==> src/rtl/ecap5_dproc_pkg.sv <==
// Shared ECAP5-DPROC core constants and register-address type.
package ecap5_dproc_pkg;
  localparam int NB_REGS        = 32;
  localparam int REG_ADDR_WIDTH = 5;
  localparam int XLEN           = 32;

  typedef logic [REG_ADDR_WIDTH-1:0] reg_addr_t;
endpackage

==> src/rtl/reg_scoreboard.sv <==
// Pending-write scoreboard: one bit per architectural register, flags looked up
// for both read ports against the next-state vector.
module reg_scoreboard
  import ecap5_dproc_pkg::*;
(
  input  logic      clk_i,
  input  logic      rst_ni,
  input  logic      issue_i,
  input  reg_addr_t issue_addr_i,
  input  logic      clr_i,
  input  reg_addr_t clr_addr_i,
  input  reg_addr_t rs1_addr_i,
  input  reg_addr_t rs2_addr_i,
  output logic      rs1_pending_o,
  output logic      rs2_pending_o
);

  logic [NB_REGS-1:0] pending_q, pending_d;
  logic               rs1_pending_q, rs2_pending_q;

  // Clear first so a same-cycle set of the same register wins: the newer
  // instruction is still outstanding.
  always_comb begin
    pending_d = pending_q;
    if (clr_i && clr_addr_i != '0)     pending_d[clr_addr_i]   = 1'b0;
    if (issue_i && issue_addr_i != '0) pending_d[issue_addr_i] = 1'b1;
    pending_d[0] = 1'b0;
  end

  always_ff @(posedge clk_i or negedge rst_ni) begin
    if (!rst_ni) begin
      pending_q     <= '0;
      rs1_pending_q <= 1'b0;
      rs2_pending_q <= 1'b0;
    end else begin
      pending_q     <= pending_d;
      rs1_pending_q <= pending_d[rs1_addr_i];
      rs2_pending_q <= pending_d[rs2_addr_i];
    end
  end

  assign rs1_pending_o = rs1_pending_q;
  assign rs2_pending_o = rs2_pending_q;

endmodule

==> src/rtl/register_file.sv <==
// Integer register file x1..x31 with two registered read ports, write bypass
// and a pending-write scoreboard for decode hazard detection.
module register_file
  import ecap5_dproc_pkg::*;
#(
  parameter logic [XLEN-1:0] RESET_VALUE = 32'h0
) (
  input  logic                      clk_i,
  input  logic                      rst_ni,
  input  logic [REG_ADDR_WIDTH-1:0] rs1_addr_i,
  input  logic [REG_ADDR_WIDTH-1:0] rs2_addr_i,
  output logic [XLEN-1:0]           rs1_data_o,
  output logic [XLEN-1:0]           rs2_data_o,
  output logic                      rs1_pending_o,
  output logic                      rs2_pending_o,
  input  logic                      issue_i,
  input  logic [REG_ADDR_WIDTH-1:0] issue_addr_i,
  input  logic                      reg_write_i,
  input  logic [REG_ADDR_WIDTH-1:0] reg_addr_i,
  input  logic [XLEN-1:0]           reg_data_i
);

  logic [XLEN-1:0] regs_q [1:NB_REGS-1];
  logic [XLEN-1:0] rs1_data_q, rs1_data_d;
  logic [XLEN-1:0] rs2_data_q, rs2_data_d;
  logic            wr_en;

  assign wr_en = reg_write_i && (reg_addr_i != '0);

  always_ff @(posedge clk_i or negedge rst_ni) begin
    if (!rst_ni) begin
      for (int i = 1; i < NB_REGS; i++) regs_q[i] <= RESET_VALUE;
    end else if (wr_en) begin
      regs_q[reg_addr_i] <= reg_data_i;
    end
  end

  // x0 reads as zero; a same-cycle write is forwarded so readers never see stale data.
  always_comb begin
    rs1_data_d = '0;
    rs2_data_d = '0;
    if (rs1_addr_i != '0)
      rs1_data_d = (wr_en && reg_addr_i == rs1_addr_i) ? reg_data_i : regs_q[rs1_addr_i];
    if (rs2_addr_i != '0)
      rs2_data_d = (wr_en && reg_addr_i == rs2_addr_i) ? reg_data_i : regs_q[rs2_addr_i];
  end

  always_ff @(posedge clk_i or negedge rst_ni) begin
    if (!rst_ni) begin
      rs1_data_q <= '0;
      rs2_data_q <= '0;
    end else begin
      rs1_data_q <= rs1_data_d;
      rs2_data_q <= rs2_data_d;
    end
  end

  assign rs1_data_o = rs1_data_q;
  assign rs2_data_o = rs2_data_q;

  reg_scoreboard u_scoreboard (
    .clk_i         (clk_i),
    .rst_ni        (rst_ni),
    .issue_i       (issue_i),
    .issue_addr_i  (issue_addr_i),
    .clr_i         (reg_write_i),
    .clr_addr_i    (reg_addr_i),
    .rs1_addr_i    (rs1_addr_i),
    .rs2_addr_i    (rs2_addr_i),
    .rs1_pending_o (rs1_pending_o),
    .rs2_pending_o (rs2_pending_o)
  );

endmodule

==> config.mk <==
export PLATFORM = sky130hd
export DESIGN_NAME = register_file
export DESIGN_NICKNAME = d
export VERILOG_FILES = /design/src/rtl/ecap5_dproc_pkg.sv /design/src/rtl/reg_scoreboard.sv /design/src/rtl/register_file.sv
export SDC_FILE = /design/constraint.sdc
export NUM_CORES = 2
export LEC_CHECK = 0
export BUFFER_PORTS_ARGS = -buffer_cell sky130_fd_sc_hd__buf_4
export CAP_MARGIN = 20
export CORE_MARGIN = 2
export CORE_UTILIZATION = 36
export CTS_CLUSTER_DIAMETER = 120
export DETAILED_ROUTE_END_ITERATION = 10
export SLEW_MARGIN = 40
export SYNTH_ARGS = -nofsm -noshare
export SYNTH_HDL_FRONTEND = slang
export SYNTH_SLANG_ARGS = --single-unit
==> constraint.sdc <==
create_clock -name clk_i -period 1.7 [get_ports clk_i]
set_clock_uncertainty 0.15 [all_clocks]
set_input_delay 0.255 -clock clk_i [delete_from_list [all_inputs] [get_ports clk_i]]
set_output_delay 0.255 -clock clk_i [all_outputs]
set_load 0.005 [all_outputs]
Yosys cells after proc, flatten, opt, wreduce, memory -nomap -nowiden:

Index checks and enable logic that the tools add are counted.

* register bits: 1089
* input bits: 56

* magnitude comparators: 10
* equality and inequality tests: 2
* muxes and demuxes: 23
* bitwise gates (word level): 6
* reductions and logical operators: 11

Operators with widths (number)
* $bwmux 992: 1
* $mux 32: 11
* $bmux 32 s5: 2
* $demux 32 s5: 1
* $and 32x32->32: 1
* $not 32->32: 1
* $or 32x32->32: 1
* $lt 5x6->1 const B: 4
* $reduce_bool 5->1: 4
* $ge 6x6->1 const B: 3
* $not 5->6: 3
* $bmux 1 s5: 2
* $demux 1 s5: 2
* $eq 5x5->1: 2
* $ge 5x1->1 const B: 2
* $logic_and 1x1->1: 7
* $lt 6x1->1 const B: 1
* $mux 1: 4

Logic depth before layout (Yosys ltp):

* depth after elaboration: 11
* gate-level depth with buffers: 10

Cells and area by module:

Synthesis repeated with hierarchy kept, for this count alone.

* cell total of the unflattened synthesis: 3925
* area, all modules: 57179.8 sq um

Modules (own cells, without submodules)
* register_file: times used 1, cells an instance 3697, area an instance 55207.9 sq um, seq. area each 26425.3 sq um
* reg_scoreboard: times used 1, cells an instance 228, area an instance 1971.9 sq um, seq. area each 825.8 sq um

Worst setup path after synthesis:

OpenSTA, ideal clock, no wires.

* kind: input to register
* start: input rs2_addr_i[1]
* end: register rs2_data_q[0] (netlist: rs2_data_o[0])
* setup time: 0.142 ns
* data arrival time: 1.933 ns
* required time: 1.408 ns
* setup slack: -0.524 ns
* stages on the path: 7
* cell sequence: buf_2 -> buf_2 -> clkbuf_1 -> mux4_2 -> mux4_2 -> a21oi_1 -> o21ai_0

* longest elaborated chain between the ends: 6
* elaborated cells on any way between the ends: 9
* classes of those cells: eq/ne (1); mux (5); bitwise (1); reduce/logical (2)

Ends and longest elaborated chain
* start: declaration: RTL line register_file.sv:11 `input logic [REG_ADDR_WIDTH-1:0] rs2_addr_i,`
* $not 5->6 (not written as such): RTL line register_file.sv:45 `rs2_data_d = (wr_en && reg_addr_i == rs2_addr_i) ? reg_data_i : regs_q[rs2_addr_i];`
* $bmux 32 s5: RTL line register_file.sv:45
* $mux 32 (not written as such) (2 in series): RTL line register_file.sv:45
* $mux 32: RTL line register_file.sv:45
* $mux 32 *: RTL line register_file.sv:44 `if (rs2_addr_i != '0)`
* named net rs2_data_d[0]: RTL line register_file.sv:25 `logic [XLEN-1:0] rs2_data_q, rs2_data_d;`
* end signal: assignment: RTL line register_file.sv:54 `rs2_data_q <= rs2_data_d;`
* end: declaration: RTL line register_file.sv:25

Mark *: on every way through the listed nets, which the timed path passes. The rest lies on a longest branch. The select of a mux whose other input is x is not followed.
A chain may end at the register's enable or synchronous reset.

Worst setup path in the final report:

* start: register regs_q[771] (netlist bit)
* end: register rs1_data_q[3] (netlist: rs1_data_o[3])

* longest elaborated chain between the ends: 5

Ends and longest elaborated chain
* start: declaration: RTL line register_file.sv:23 `logic [XLEN-1:0] regs_q [1:NB_REGS-1];`
* start signal: indexed assignment: RTL line register_file.sv:34 `regs_q[reg_addr_i] <= reg_data_i;`
* $bmux 32 s5: RTL line register_file.sv:43 `rs1_data_d = (wr_en && reg_addr_i == rs1_addr_i) ? reg_data_i : regs_q[rs1_addr_i];`
* $mux 32 (not written as such) (2 in series): RTL line register_file.sv:43
* $mux 32: RTL line register_file.sv:43
* $mux 32: RTL line register_file.sv:42 `if (rs1_addr_i != '0)`
* named net rs1_data_d[3]: RTL line register_file.sv:24 `logic [XLEN-1:0] rs1_data_q, rs1_data_d;`
* end signal: assignment: RTL line register_file.sv:53 `rs1_data_q <= rs1_data_d;`
* end: declaration: RTL line register_file.sv:24

The timed path passes the listed nets, and every way through them passes these cells. The select of a mux whose other input is x is not followed.

==> flow_results.org <==
** Run status
- The run finished, with violations left.
- The checks that failed: negative hold slack, negative setup slack.

** Clock tree
- Later-pin clock latency in the skew report :: 770 ps
- TritonCTS built the clock tree.
- CTS saw 1089 sinks.
- CTS built an H-tree with a depth of 3.
- Buffers inserted during clock tree synthesis total 117.
- Clk buf depth :: 3
- Clock-pin slew of the registers on the worst-case setup and hold paths :: 60 ps
- Root buf cell :: clkbuf_16

** Worst setup path
- Required @ worst endpoint :: 2190 ps
- The worst register-to-register path has a setup slack of -330 ps.
- Worst R2R End :: rs1_data_o[3]
- Reg2reg start :: regs_q[771]
- Cell depth of the worst flop-to-flop path :: 4
- The worst setup path is launched from a flip-flop.
- Along the worst path, the maximum fanout reaches 2.
- At the worst endpoint, the arrival time is 2520 ps.
- Start-to-end type of the worst setup path :: flip-flop to flip-flop
- The worst setup path is captured at a flip-flop.

** Power
- Combinational power share :: 24.1%
- Clock power share :: 33.3%
- Switching share of power :: 26.7%
- Across the VDD grid, the largest voltage drop is 967 µV.
- Internal cell power :: 0.0602 W
- In this run the static leakage power is 32.1 nW.
- Dividing total power by cell area gives a power density of 1120 mW/mm².
- Per report_power, the sequential group accounts for 42.6% of the total.
- Switching component of the power :: 0.0219 W

** STA
- Final TNS setup :: -12590 ps
- Max-slew violation count :: 0
- Part of the cycle the worst path needs :: 119%
- Worst slew margin :: 49.9%
- At the pin with the least slew margin, the transition time is 749 ps.
- Number of hold violations in the final report :: 12
- Setup repair after global routing could not meet its margin everywhere.
- Worst hold slack :: -23.6 ps
- After layout, the minimum clock period comes to 2030 ps.
- Setup violations remaining at the end of the flow were counted as 91.
- Post-layout worst setup margin :: -330 ps
- Highest attainable clock frequency :: 493 MHz

** Cells and area
- Antenna cells :: 0
- Net count, final :: 4478
- Number of filler cells placed in the layout :: 13800
- Area overhead of the layout relative to synthesis :: 28.3%
- Final cell utilization of the core :: 46.4%
- Fraction of layout instances using a drive strength above 1 :: 61.5%

** Yosys
- The share of synthesized area in the top cell type comes to 47.6%.
- Syn Inst Count :: 3737
- Mean instance size in the synthesized netlist :: 15.3 µm²
- The commonest cells after synthesis are dfrtp_1 (1089), mux2_2 (992), mux4_2 (554).
- Synth area leader :: dfrtp_1
- Sequential share of the synthesized area :: 47.6%
- Ranking of synthesized cells by area :: dfrtp_1 (48%), mux4_2 (22%), mux2_2 (20%)
- In this run the cell area of the synthesized design comes to 0.0572 mm².
- Fraction of registers with async set or reset after synthesis :: 100%
- In the post-synthesis netlist, the cell with the most instances is dfrtp_1.
- Synth Register Bits :: 1089
- Number of enable-type register cells in the synthesized netlist :: 0
- Total number of yosys warnings :: 0
- Synthesis instantiated 74 different standard cells from the library.
- Prevailing post-synth register cell :: dfrtp_1
- Nets in the synthesized netlist :: 3793

** Global route
- Number of global-route vias before repair :: 39800
- Initial antenna violation count :: 3
- The first global-routing pass estimated 279 mm of wire.
- Total global routing track utilization :: 23.1%
- Entering global routing, the biggest net connects 102 pins.
- Grt total ovfl :: 0

** Die
- Pin placement for this block handled 122 I/O pins.
- The floorplan step set the die width to 403 µm.
- The die is 403 µm tall.
- The initial utilization of the core area, before any placement, comes to 36.2%.
- The die covers 0.162 mm².
- Row Count :: 146
- The core region is 0.158 mm².

** Route
- Detailed-router iteration count before antenna repair :: 5
- DRC violation count after routing :: 0
- Detailed router's first-iteration violation count :: 3105
- Average routed wire per standard cell :: 28.2 µm
- Vias after detailed routing :: 38000
- The detail route stage leaves a number of antenna-violating nets equal to 0.
- Total wire length :: 186 mm
- After detailed routing, the number of vias per cell comes to 5.76.

** Worst hold path
- The tightest min-delay check is of the input port to async pin type.

** Flow run
- Max cap viols :: 0

** Placed design
- The HPWL after detailed placement is 122 mm.
- During placement, the flow inserted port buffers numbering 121.
- Final weighted congestion in routability-driven placement :: 0.886
repair_timing:
item / CTS / global route
gates resized for setup: 131 / 58
hold buffers: 61 / 4
pin swaps: 9 / 13
endpoints found under the hold margin: 2173 / 4
setup buffers: 28 / 24
setup endpoints to repair: 125 / 895
worst max-delay path by stage:
| stage | slack (ps) | cells after the start | start | to |
|---|---|---|---|---|
| after floorplan | -390 | 7 | rs1_addr_i[0] | rs1_data_o[10] |
| after global placement | -1050 | 9 | rs2_addr_i[1] | rs2_data_o[3] |
| after detailed placement | -870 | 9 | rs2_addr_i[0] | rs2_data_o[29] |
| after CTS | -330 | 4 | regs_q[837] | rs1_data_o[5] |
| after global routing | -390 | 5 | regs_q[191] | rs2_data_o[31] |
| final | -330 | 4 | regs_q[771] | rs1_data_o[3] |
flip-flops by register name, summed over array words and instances (netlist names):
name,cells
u_scoreboard.rs2_pending_o,1
rs1_data_o,32
rs2_data_o,32
regs_q,992
u_scoreboard.rs1_pending_o,1
u_scoreboard.pending_q,31
placed cells by master (no fill, tap or decap), drive strengths merged, types with 4 or more instances in the layout:
cell,instances
dlygate4sd3,57
nor2,50
nand2b,5
a221oi,29
a22o,6
o211ai,4
nor2b,4
a211oi,6
dfrtp,1089
mux2,992
a2111oi,23
nand2,210
buf,897
bufinv,14
nand3,10
o21ai,98
and3b,5
clkinvlp,4
nor3b,4
mux4,554
dlymetal6s4s,5
mux2i,106
inv,14
clkinv,33
a21oi,36
xnor2,6
a32oi,4
xor2,4
o2bb2ai,31
clkbuf,166
per-layer routing:
metal	track usage (%)	vias to the layer above	part of all wire (%)
met5	0	-	0.017
met4	6.43	4	2.9
met3	3.18	292	5.4
met2	37.4	1188	48
met1	32.7	20700	44
li1	-	15800	-
stage by stage:
step	instances	hold WS, ps	total power (W)	setup slack (ps)	cell area (µm²)
6_report	6594	-23.6	0.0820	-330	73500
3_5_place_dp	6266	-18.9	0.0539	-870	67700
2_1_floorplan	3737	-191	0.0462	-387	58900
5_1_grt	6594	7.08	0.0856	-386	73500
4_1_cts	6569	-172	0.0822	-327	73100
3_3_place_gp	6266	-19.5	0.0533	-1050	67700
power by group through the flow:
| stage | clock network [W] | logic, W | registers [W] |
|---|---|---|---|
| 6_report | 0.0273 | 0.0197 | 0.0349 |
| 5_1_grt | 0.0289 | 0.0211 | 0.0356 |
| 3_5_place_dp | 0 | 0.0187 | 0.0352 |
| 4_1_cts | 0.0278 | 0.0195 | 0.0349 |
| 3_3_place_gp | 0 | 0.0183 | 0.0350 |
| 2_1_floorplan | 0 | 0.0123 | 0.0338 |
cells by family after synthesis:
| kind of cell | count (synthesis) | synth area share, % |
|---|---|---|
| simple gates | 313 | 2.51 |
| mux | 1652 | 43.2 |
| flops | 1089 | 47.6 |
| buf+inv | 406 | 3.35 |
| xor+xnor | 10 | 0.153 |
| compound gates | 267 | 3.22 |
critical path, stage by stage (launching register included):
cell and delay [ps]:
dfrtp_1 410, mux4_2 470, mux4_2 580, mux2i_4 220
o21ai_2 70
cell type report:
type                    instances  area (µm²)  share of cell area, %
repair buffers                960       10100                   13.8
clock inverters                53         707                  0.962
inverters                      12        50.0                 0.0681
clock buffers                 166        3410                   4.65
multi-input cells            2242       29300                   39.9
well taps                    2072        2590                   3.53
flip-flops and latches       1089       27300                   37.1
Note: power is estimated with default switching activity, not from simulation.
